<file path="src/rtl/irq_pkg.sv">
`default_nettype none
// ============================================================================
// Module      : irq_pkg
// Description : Shared types and constants for the interrupt controller:
//               delivery state encoding, configuration register map and
//               default source count.
// Revision    : 1.0 - initial release
// ============================================================================
package irq_pkg;

    // Default number of interrupt sources; tied to the 4-bit irqnum width.
    localparam int IRQ_NSRC = 16;

    // Configuration register select values (cfg_addr).
    localparam logic [1:0] IRQ_CFG_MASK = 2'd0;
    localparam logic [1:0] IRQ_CFG_EDGE = 2'd1;
    localparam logic [1:0] IRQ_CFG_PCLR = 2'd2;
    localparam logic [1:0] IRQ_CFG_ECLR = 2'd3;

    // Delivery state machine encoding.
    typedef enum logic [1:0] {
        IDLE    = 2'd0,
        LOAD    = 2'd1,
        SERVICE = 2'd2,
        HOLD    = 2'd3
    } irq_state_t;

endpackage
`default_nettype wire

</file>
<file path="src/rtl/irq_rr_pick.sv">
`default_nettype none
// ============================================================================
// Module      : irq_rr_pick
// Description : Combinational round-robin picker. The search begins one
//               index after the previous winner and wraps, so the previous
//               winner itself has the lowest priority.
// Revision    : 1.0 - initial release
// ============================================================================
module irq_rr_pick
    import irq_pkg::*;
(
    input  logic [IRQ_NSRC-1:0] eligible,
    input  logic [3:0]          last,
    output logic                any,
    output logic [3:0]          winner
);

    logic [3:0] w_idx;

    // Scan from the farthest offset down to the nearest so the nearest
    // eligible index (in wrap order after last) is the final assignment.
    always_comb begin
        any    = 1'b0;
        winner = 4'd0;
        w_idx  = 4'd0;
        for (int k = IRQ_NSRC - 1; k >= 0; k--) begin
            w_idx = last + 4'(k + 1);
            if (eligible[w_idx]) begin
                any    = 1'b1;
                winner = w_idx;
            end
        end
    end

endmodule
`default_nettype wire

</file>
<file path="src/rtl/irq_ctrl.sv">
`default_nettype none
// ============================================================================
// Module      : irq_ctrl
// Description : Collects 16 interrupt sources into a pending vector, masks
//               and arbitrates them round-robin, and delivers one interrupt
//               at a time to the frontend as an irqload pulse plus irqnum.
//               Each delivery waits for eoi (or a timeout) and is followed
//               by a fixed holdoff before the next delivery.
// Revision    : 1.0 - initial release
// ============================================================================
module irq_ctrl
    import irq_pkg::*;
#(
    parameter int NSRC    = IRQ_NSRC,
    parameter int HOLDOFF = 4,
    parameter int TIMEOUT = 1024,
    parameter int TW      = 11
)(
    input  logic            clk,
    input  logic            rst,
    input  logic [NSRC-1:0] irq_src,
    input  logic            cfg_we,
    input  logic [1:0]      cfg_addr,
    input  logic [NSRC-1:0] cfg_wdata,
    input  logic            eoi,
    output logic            irqload,
    output logic [3:0]      irqnum,
    output logic            busy,
    output logic [NSRC-1:0] pending,
    output logic            timeout_err
);

    irq_state_t      r_state;
    irq_state_t      w_state_nxt;

    logic [NSRC-1:0] r_src;
    logic [NSRC-1:0] r_src_prev;
    logic [NSRC-1:0] r_pending;
    logic [NSRC-1:0] r_mask;
    logic [NSRC-1:0] r_edge_mode;
    logic [3:0]      r_last_winner;
    logic [3:0]      r_irqnum;
    logic [3:0]      r_holdoff;
    logic [TW-1:0]   r_tcnt;
    logic            r_timeout_err;

    logic [NSRC-1:0] w_eligible;
    logic [NSRC-1:0] w_set;
    logic [NSRC-1:0] w_clr;
    logic            w_any;
    logic [3:0]      w_winner;
    logic            w_enter_load;
    logic            w_enter_hold;
    logic            w_timeout_fire;

    // Mask only gates arbitration; pending stays visible unmasked.
    assign w_eligible = r_pending & ~r_mask;

    irq_rr_pick u_pick (
        .eligible (w_eligible),
        .last     (r_last_winner),
        .any      (w_any),
        .winner   (w_winner)
    );

    // Two-stage input register: r_src feeds level detection, r_src_prev
    // supplies the previous sample for rising-edge detection.
    always_ff @(posedge clk or posedge rst) begin
        if (rst) begin
            r_src      <= '0;
            r_src_prev <= '0;
        end else begin
            r_src      <= irq_src;
            r_src_prev <= r_src;
        end
    end

    // Per-source set condition depends on the source's edge/level mode.
    assign w_set = (r_edge_mode & r_src & ~r_src_prev) | (~r_edge_mode & r_src);

    // Clears: software write-1-to-clear, plus the winner in edge mode.
    always_comb begin
        w_clr = '0;
        if (cfg_we && (cfg_addr == IRQ_CFG_PCLR)) begin
            w_clr = cfg_wdata;
        end
        if (w_enter_load && r_edge_mode[w_winner]) begin
            w_clr[w_winner] = 1'b1;
        end
    end

    // Pending vector; a new set overrides any clear in the same cycle.
    always_ff @(posedge clk or posedge rst) begin
        if (rst) begin
            r_pending <= '0;
        end else begin
            r_pending <= (r_pending & ~w_clr) | w_set;
        end
    end

    // Mask and edge-mode configuration registers.
    always_ff @(posedge clk or posedge rst) begin
        if (rst) begin
            r_mask      <= '1;
            r_edge_mode <= '0;
        end else if (cfg_we) begin
            if (cfg_addr == IRQ_CFG_MASK) begin
                r_mask <= cfg_wdata;
            end
            if (cfg_addr == IRQ_CFG_EDGE) begin
                r_edge_mode <= cfg_wdata;
            end
        end
    end

    // Delivery state register.
    always_ff @(posedge clk or posedge rst) begin
        if (rst) begin
            r_state <= IDLE;
        end else begin
            r_state <= w_state_nxt;
        end
    end

    // Next-state logic; eoi wins over a coincident timeout.
    always_comb begin
        w_state_nxt    = r_state;
        w_enter_load   = 1'b0;
        w_enter_hold   = 1'b0;
        w_timeout_fire = 1'b0;
        case (r_state)
            IDLE: begin
                if (w_any) begin
                    w_state_nxt  = LOAD;
                    w_enter_load = 1'b1;
                end
            end
            LOAD: begin
                w_state_nxt = SERVICE;
            end
            SERVICE: begin
                if (eoi) begin
                    w_state_nxt  = HOLD;
                    w_enter_hold = 1'b1;
                end else if (r_tcnt == TW'(TIMEOUT - 1)) begin
                    w_state_nxt    = HOLD;
                    w_enter_hold   = 1'b1;
                    w_timeout_fire = 1'b1;
                end
            end
            HOLD: begin
                if (r_holdoff == 4'd1) begin
                    w_state_nxt = IDLE;
                end
            end
            default: begin
                w_state_nxt = IDLE;
            end
        endcase
    end

    // Service timeout counter and holdoff down-counter.
    always_ff @(posedge clk or posedge rst) begin
        if (rst) begin
            r_tcnt    <= '0;
            r_holdoff <= 4'd0;
        end else begin
            if (r_state == LOAD) begin
                r_tcnt <= '0;
            end else if (r_state == SERVICE) begin
                r_tcnt <= r_tcnt + TW'(1);
            end
            if (w_enter_hold) begin
                r_holdoff <= 4'(HOLDOFF);
            end else if (r_state == HOLD) begin
                r_holdoff <= r_holdoff - 4'd1;
            end
        end
    end

    // Capture the winner on entry to LOAD; irqnum holds until the next LOAD.
    always_ff @(posedge clk or posedge rst) begin
        if (rst) begin
            r_irqnum      <= 4'd0;
            r_last_winner <= 4'd15;
        end else if (w_enter_load) begin
            r_irqnum      <= w_winner;
            r_last_winner <= w_winner;
        end
    end

    // Sticky timeout flag; a timeout beats a same-cycle software clear.
    always_ff @(posedge clk or posedge rst) begin
        if (rst) begin
            r_timeout_err <= 1'b0;
        end else if (w_timeout_fire) begin
            r_timeout_err <= 1'b1;
        end else if (cfg_we && (cfg_addr == IRQ_CFG_ECLR) && cfg_wdata[0]) begin
            r_timeout_err <= 1'b0;
        end
    end

    assign irqload     = (r_state == LOAD);
    assign busy        = (r_state != IDLE);
    assign irqnum      = r_irqnum;
    assign pending     = r_pending;
    assign timeout_err = r_timeout_err;

endmodule
`default_nettype wire

</file>
<file path="config.mk">
export PLATFORM = sky130hd
export DESIGN_NAME = irq_ctrl
export DESIGN_NICKNAME = d
export VERILOG_FILES = /design/src/rtl/irq_pkg.sv /design/src/rtl/irq_rr_pick.sv /design/src/rtl/irq_ctrl.sv
export SDC_FILE = /design/constraint.sdc
export NUM_CORES = 1
export LEC_CHECK = 0
export CELL_PAD_IN_SITES_DETAIL_PLACEMENT = 1
export CELL_PAD_IN_SITES_GLOBAL_PLACEMENT = 1
export CORE_MARGIN = 3
export CORE_UTILIZATION = 55
export DETAILED_ROUTE_END_ITERATION = 8
export DONT_BUFFER_PORTS = 1
export PLACE_DENSITY = 0.83
export SETUP_SLACK_MARGIN = 0.4
export SKIP_LAST_GASP = 1
export SYNTH_ARGS = -nofsm -noshare
export SYNTH_HDL_FRONTEND = slang
export SYNTH_SLANG_ARGS = --single-unit
</file>
<file path="constraint.sdc">
create_clock -name clk -period 6 [get_ports clk]
set_input_delay 1.2 -clock clk [delete_from_list [all_inputs] [get_ports clk]]
set_output_delay 1.2 -clock clk [all_outputs]
set_load 0.01 [all_outputs]
</file>
Word level (Yosys, flattened, before mapping)
Index checks and enable logic that the tools add are counted.
{"block": "op_classes", "n_reduce_logical": 14, "shift": 0, "add_sub_neg": 17, "mux": 88, "n_lt_le_gt_ge": 18, "div_mod_pow": 0, "eq_ne": 11, "n_bitwise": 12, "multipliers": 0}
{"cell": "less-than comparator 4 x 5 -> 1 bit (second input constant)", "count": 17}
{"cell": "AND 16 bit", "count": 5}
{"cell": "two-way mux 4 bit", "count": 18}
{"cell": "binary-select mux 1 bit (select 4 bit)", "count": 17}
{"cell": "inverter 16 bit", "count": 4}
{"cell": "bitwise OR 16 bit", "count": 3}
{"cell": "two-way mux 1 bit", "count": 43}
{"cell": "adder 4 bit (second input constant)", "count": 8}
{"cell": "two-way mux 16 bit", "count": 2}
{"cell": "two-way mux 11 bit", "count": 2}
{"cell": "adder 4 x 3 -> 4 bit (second input constant)", "count": 4}
{"cell": "adder 11 x 1 -> 11 bit (second input constant)", "count": 1}
{"cell": "== test 11 x 10 -> 1 bit (second input constant)", "count": 1}
{"cell": "adder 4 x 2 -> 4 bit (second input constant)", "count": 2}
{"cell": "== test 2 bit (second input constant)", "count": 4}
{"cell": "two-way mux 2 bit", "count": 4}
{"cell": "one-hot mux 2 bit (4 select lines)", "count": 1}
{"cell": "nonzero test 2 bit", "count": 4}
{"cell": "logical AND 1 bit", "count": 5}
{"cell": "adder 4 x 1 -> 4 bit (second input constant)", "count": 1}
{"cell": "demux 1 bit (select 4 bit)", "count": 1}
{"cell": "== test 2 x 1 -> 1 bit (second input constant)", "count": 2}
{"cell": "== test 4 x 1 -> 1 bit (second input constant)", "count": 1}
{"cell": "greater-or-equal comparator 4 x 1 -> 1 bit (second input constant)", "count": 1}
{"cell": "other kinds (7)", "count": 9}
{"block": "totals", "regBits": 106, "mem_bits_rw": 0, "word_cells": 171, "input_bits": 38, "latch_bits": 0, "mem_bits_ro": 0, "memories": 0}

Depth between registers and ports, before layout
{"block": "logic_depth", "ltp_word": 29, "depth_mapped": 16, "mapped_depth_nobuf": 12}

Hierarchy
Synthesis repeated with hierarchy kept, for this count alone.
{"block": "unflattened", "cells_unflattened": 600, "hier_area_um2": 6372.4}
{"mod": "irq_ctrl", "seq_area_each_um2": 2677.6, "area_each_um2": 4332.9, "cells_each": 354, "instances": 1}
{"mod": "irq_rr_pick", "seq_area_each_um2": 0.0, "area_each_um2": 2039.5, "cells_each": 246, "instances": 1}

Worst setup path after synthesis
Ideal clock, no wire load.
{"block": "synth_path", "path_type": "flip-flop to flip-flop", "from": "register r_last_winner[1]", "to": "register r_pending[0] (netlist: pending[0])", "period_less_slack_ns": 4.106, "setup_ns": 0.120, "required_time_ns": 5.880, "path_stages_with_launch": 14, "arrival_ns": 3.987, "setup_slack_ns": 1.894, "cell_sequence": "dfstp_2 -> inv_1 -> clkbuf_1 -> ha_1 -> clkbuf_1 -> clkbuf_1 -> mux4_2 -> mux2_4 -> a32oi_1 -> mux2i_1 -> nor4b_2 -> a21oi_2 -> or4_1 -> a31o_1"}
{"block": "synth_via", "elab_chain_len": 27}
{"element": "start: declaration", "line": "irq_ctrl.sv:41", "text": "logic [3:0] r_last_winner;"}
{"element": "start signal: assignment", "line": "irq_ctrl.sv:188", "text": "r_last_winner <= w_winner;"}
{"element": "adder 4 bit / binary-select mux 1 bit (select 4 bit) (equally long branches)", "line": "irq_rr_pick.sv:27, irq_rr_pick.sv:28"}
{"element": "binary-select mux 1 bit (select 4 bit) / two-way mux 1 bit (equally long branches)", "line": "irq_rr_pick.sv:28", "text": "if (eligible[w_idx]) begin"}
{"element": "two-way mux 1 bit (not written as such) / two-way mux 4 bit (equally long branches)", "line": "irq_rr_pick.sv:28"}
{"element": "two-way mux 4 bit (15 in series)", "line": "irq_rr_pick.sv:28"}
{"element": "less-than comparator 4 x 5 -> 1 bit (not written as such) / greater-or-equal comparator 4 x 1 -> 1 bit (equally long branches)", "line": "irq_ctrl.sv:88", "text": "w_clr[w_winner] = 1'b1;"}
{"element": "logical AND 1 bit (not written as such)", "line": "irq_ctrl.sv:88"}
{"element": "two-way mux 1 bit (not written as such)", "line": "irq_ctrl.sv:88"}
{"element": "demux 1 bit (select 4 bit)", "line": "irq_ctrl.sv:88"}
{"element": "bitwise OR 16 bit (no source line)"}
{"element": "two-way mux 16 bit (*)", "line": "irq_ctrl.sv:87", "text": "if (w_enter_load && r_edge_mode[w_winner]) begin"}
{"element": "inverter 16 bit (*)", "line": "irq_ctrl.sv:97", "text": "r_pending <= (r_pending & ~w_clr) | w_set;"}
{"element": "AND 16 bit (*)", "line": "irq_ctrl.sv:97"}
{"element": "bitwise OR 16 bit (*)", "line": "irq_ctrl.sv:97"}
{"element": "end signal: assignment", "line": "irq_ctrl.sv:97"}
{"element": "end: declaration", "line": "irq_ctrl.sv:38", "text": "logic [NSRC-1:0] r_pending;"}
Mark *: on every way between the ends. The rest lies on a longest branch, timed or not. The select of a mux whose other input is x is not followed.
A chain may end at the register's enable or synchronous reset.

Final worst setup path
{"block": "layout_path", "from": "register r_last_winner[1]", "to": "register r_pending[12] (netlist: pending[12])"}
The elaborated chain is that of the path after synthesis.

==> metrics <==
Crit Reg-Reg Endpoint pending[12]; flop-to-flop setup slack 0.80 ns; CP Max Fanout 17; post-DP HPWL 17.6 mm; antenna-violating nets left 0; slew margin rel. 34.8%; core area 0.0128 mm^2; Yosys top cell area share 29.5%; cell accounting for the most synthesized area dfrtp_1; CP required 6.22 ns; Setup-failing EPs final 0; CTS Hold Buffers Added 0; post-CTS setup buffers 0; Cells after Synth 698; I/O Buffers 0; Via density 7.17; most common cell after layout, fill and taps aside dfrtp_1; detailed-routing iteration count for the pre-antenna-repair pass 5; Via Count 6211; clock sink count 106; Clock Pin Slew Worst Setup and Hold Paths 0.07 ns; layout cell share with drive strength beyond 1 20.9%; total gr overflow 0; initial core utilization 57.1%; syn_nets 751; Setup crit end kind flop; DRC viols 0; Worst Hold Class reg2reg; number of global-route vias before repair 6406; RSZ-0062 raised after global routing false; CTS tree built; hold worst-path end r_src_prev[15]; H-tree depth 3; fmax 0.192 GHz; hold path start r_src[15]; Syn Std Cell Area 0.00729 mm^2; WP data arrival 5.42 ns; Reg2Reg Launch Point r_last_winner[1]; NumNets Final 741; gpl congestion 1.05; Synth Area in XOR/XNOR 3.00%; all-layer global routing usage 33.4%; I/O Pins 61; number of synthesized flops with an enable pin 0; final hold vios 0; distinct cell type count of the synthesized netlist 86; slew of the pin with the lowest slew margin 0.974 ns; Core Util, Final 60.2%; PostCTS Resize Cnt 0; row cnt 41; most frequent cells in the layout dfrtp_1, nand2_1, mux2_2; Max-Cap Viols 0; Wirelength per Cell 27.4 um; clk_lat worst skew 0.36 ns; Hold Path Depth 0; DRT iter0 DRCs 568; R2R depth 13; simple-gate share of the synthesized area 17.9%; compound-gate portion of the synthesized area 16.3%; fillcell total 1367; first-pass GRT wire length 37.2 mm; syn avg cell area 10.4 um^2; period utilisation layout 86.6%; asr flop ratio synth 100%; Main synth FF type dfrtp_1; Die Span Y 121 um; Die ar. 0.0147 mm^2; initial antenna violation count 0; multiplexer share of the synthesized area 19.6%; Yosys warnings 0; WS Path Type reg2reg; Synth Area in Adders 2.57%; CTS max path bufs 2; Worst Skew 0.00861 ns; #FFs+latches synth 106; Final min period 5.20 ns; largest family of logic cells by synthesized area multiplexers; clock root buffer clkbuf_16; pin count of the biggest net entering global routing 81; setup TNS 0 ns; Die X 121 um; Slew Limit Fails 0; Worst setup SP type flop; share of the yosys chip area belonging to registers 36.7%; total CTS buffers 9; Area Growth Syn to Fin 5.44%; top cells by area, synth dfrtp_1, mux4_2, mux2_2; outcome completed; routed wire length 23.7 mm
## cell usage after synthesis, types with 8 or more instances
master / instances
and3_1: 8
nand2b_1: 31
o221ai_1: 14
nand4_1: 11
a21o_1: 8
dfstp_2: 20
mux4_2: 28
nor3_1: 8
a21oi_1: 28
o21ai_0: 28
nor2b_1: 13
nor4b_1: 9
mux2i_1: 22
nand3b_1: 8
xnor2_1: 15
ha_1: 15
clkbuf_1: 17
nor2_1: 28
nand2_1: 77
dfrtp_1: 86
mux2_2: 47
inv_1: 21
## sequential cells by signal (all words and copies together), names as in the netlist
name           flops
r_mask            16
timeout_err        1
r_holdoff          4
r_state            2
pending           16
r_src             16
r_last_winner      4
r_tcnt            11
r_edge_mode       16
r_src_prev        16
irqnum             4
## worst max path at each step
| stage | start | to | slack, ns | cells after the start |
|---|---|---|---|---|
| 6_report | r_last_winner[1] | pending[12] | 0.80 | 13 |
| 5_1_grt | r_last_winner[1] | pending[12] | 0.42 | 13 |
| 4_1_cts | r_last_winner[0] | pending[3] | 0.90 | 12 |
| 3_5_place_dp | r_last_winner[0] | pending[3] | 0.87 | 12 |
| 3_3_place_gp | r_last_winner[0] | pending[0] | 1.13 | 11 |
| 2_1_floorplan | r_last_winner[1] | pending[0] | 1.89 | 13 |
## area by class of cell
cell class	count	area [um^2]	area share [%]
clock buffer	10	229	2.98
sequential	106	2680	34.8
timing repair buffer	12	90.1	1.17
tap	172	215	2.80
antenna	1	2.50	0.0325
inverter	23	88.8	1.16
multi-input combinational	536	4340	56.4
clock inverter	6	48.8	0.635
## stage by stage
step / instance area, um^2 / cells / setup WS (ns) / hold WS, ns
detailed placement: 7410 / 849 / 0.869 / 0.367
floorplan: 7290 / 698 / 1.89 / 0.354
CTS: 7690 / 865 / 0.899 / 0.384
global placement: 7410 / 849 / 1.13 / 0.363
finish: 7690 / 866 / 0.803 / 0.384
global route: 7690 / 865 / 0.423 / 0.395
## worst max-delay path, stage by stage (launching register included)
cell       delay [ns]
dfstp_2          0.53
inv_1            0.27
ha_1             0.43
xnor2_1          0.36
buf_4            0.25
or4_1            0.12
nand4_1          0.28
mux2i_1          0.71
nand3_1          0.20
a32oi_1          0.29
o2111ai_1        0.19
o21ai_2          0.63
nor4b_1          0.58
o221ai_1         0.19
## kinds of logic after synthesis
group	count (synthesis)
buffers and inverters	56
DFF	106
AOI/OAI and AO/OA	161
adders and majority gates	15
and+or+nand+nor	238
xor gates and xnor gates	22
muxes	100
## metal layers
layer	track usage, %	up-vias	part of all wire (%)
li1	-	2640	-
met1	43.1	3236	40
met2	53.9	276	48
met3	8.07	59	8.3
met4	14.7	0	4.1
met5	0	-	0
Power is left out: the tool's default activity adds up to more than one toggle a clock period on the data nets, which glitch-free logic cannot reach.
==> patch: new RTL, config.mk and constraints unchanged <==
Register the output `irqnum` once more, with the module's reset; this adds one clock of latency there. The other outputs are not delayed to match.
--- a/src/rtl/irq_ctrl.sv
+++ b/src/rtl/irq_ctrl.sv
@@ -202,7 +202,13 @@
 
     assign irqload     = (r_state == LOAD);
     assign busy        = (r_state != IDLE);
-    assign irqnum      = r_irqnum;
+    always_ff @(posedge clk or posedge rst) begin
+        if (rst) begin
+            irqnum <= '0;
+        end else begin
+            irqnum <= r_irqnum;
+        end
+    end
     assign pending     = r_pending;
     assign timeout_err = r_timeout_err;
 
Check against the original RTL: not equivalent (a bounded check fails within 4 cycles, from zero or initial values and one cycle with rst high).
==> patch against the unedited design <==
  * Final area rose by 0.73%
  * Worst setup slack got worse by 0.10 ns
  * Synthesized cell count fell by 6.0%
  * Routed wire length rose by 7.6%
  * Die area fell by 1.0%
  * Sequential share of layout area rose by 1.0 points
  * Sequential cell count rose by 4
  * Synthesized area fell by 1.0%
  * Highest routed layer unchanged
Power is not shown: default switching activity piles up to over one toggle a cycle in this logic, so the estimate is an artifact.
==> patch: results (changes against the unedited design) <==
metric,value,unit,change
via count,6037,,was 6211
r2r endpoint,pending[10]$_DFF_PP0_,,was pending[12]$_DFF_PP0_
met1 global-route usage,45.1,%,was 43.1%
wl on met1,9680,microns,was 9430 microns
sequential cell area share,35.9,%,was 34.8%
share of layout cells above drive strength 1,23.4,%,was 20.9%
outcome,"complete, no violations",,unchanged
critical path peak fanout,22,,was 17
global-route wire length before repair,39200,microns,was 37200 microns
dpl cells,823,,was 849
met2 GRT Util,60.1,%,was 53.9%
top post-synthesis cells by count,"90 x dfrtp_1, 67 x nand2_1, 45 x mux2_2",,"was 86 x dfrtp_1, 77 x nand2_1, 47 x mux2_2"
Crit path largest cell delay,0.90,ns,was 0.71 ns
grt met3 use,8.00,%,was 8.07%
fin worst setup slack,0.699,ns,was 0.803 ns
Slew @ Worst Pin,1.02,ns,was 0.974 ns
ant diodes,0,,was 1
WP data arrival,5.54,ns,was 5.42 ns
Synth Area in Compound Gates,14.4,%,was 16.3%
dpl ws,0.797,ns,was 0.869 ns
Area contributors post-synth,"dfrtp_1 31%, mux4_2 11%, dfstp_2 7.3%",,"was dfrtp_1 30%, mux4_2 8.6%, mux2_2 7.3%"
multi-input combinational area share,54.3,%,was 56.4%
mean post-synth cell area,11.0,sq um,was 10.4 sq um
slowest CP cell,dfstp_2,,was mux2i_1
1st-iter DRT viols,521,,was 568
Post-DP HPWL,18600,microns,was 17600 microns
nonclk inv count,25,,was 23
GRT Util Overall,36.1,%,was 33.4%
WL met2,12700,microns,was 11400 microns
die area,14500,sq um,was 14700 sq um
metal3 WL,2130,microns,was 1960 microns
## patch: cell types whose count changed after synthesis, sizes merged, moves of 5 or more
cell     unedited run  this run
clkbuf             18        12
o2111ai             7         2
nor4b              10         1
o221ai             15         6
nand3b              8         2
nand2              77        69
mux4               28        39
mux2i              24        34
nand4              11         2
nor2b              13        20
o21ai              32        22
nand2b             31        23
## patch: worst min path at each step
stage	startpoint	end	slack, ns	depth (start not counted)
finish	r_irqnum[3]$_DFFE_PP0N_	irqnum[3]$_DFF_PP0_	0.40	0
global route	r_src[0]$_DFF_PP0_	r_src_prev[0]$_DFF_PP0_	0.41	0
CTS	r_irqnum[3]$_DFFE_PP0N_	irqnum[3]$_DFF_PP0_	0.40	0
detailed placement	r_src[0]$_DFF_PP0_	r_src_prev[0]$_DFF_PP0_	0.37	0
global placement	r_src[0]$_DFF_PP0_	r_src_prev[0]$_DFF_PP0_	0.37	0
floorplan	r_irqnum[0]$_DFFE_PP0N_	irqnum[0]$_DFF_PP0_	0.35	0
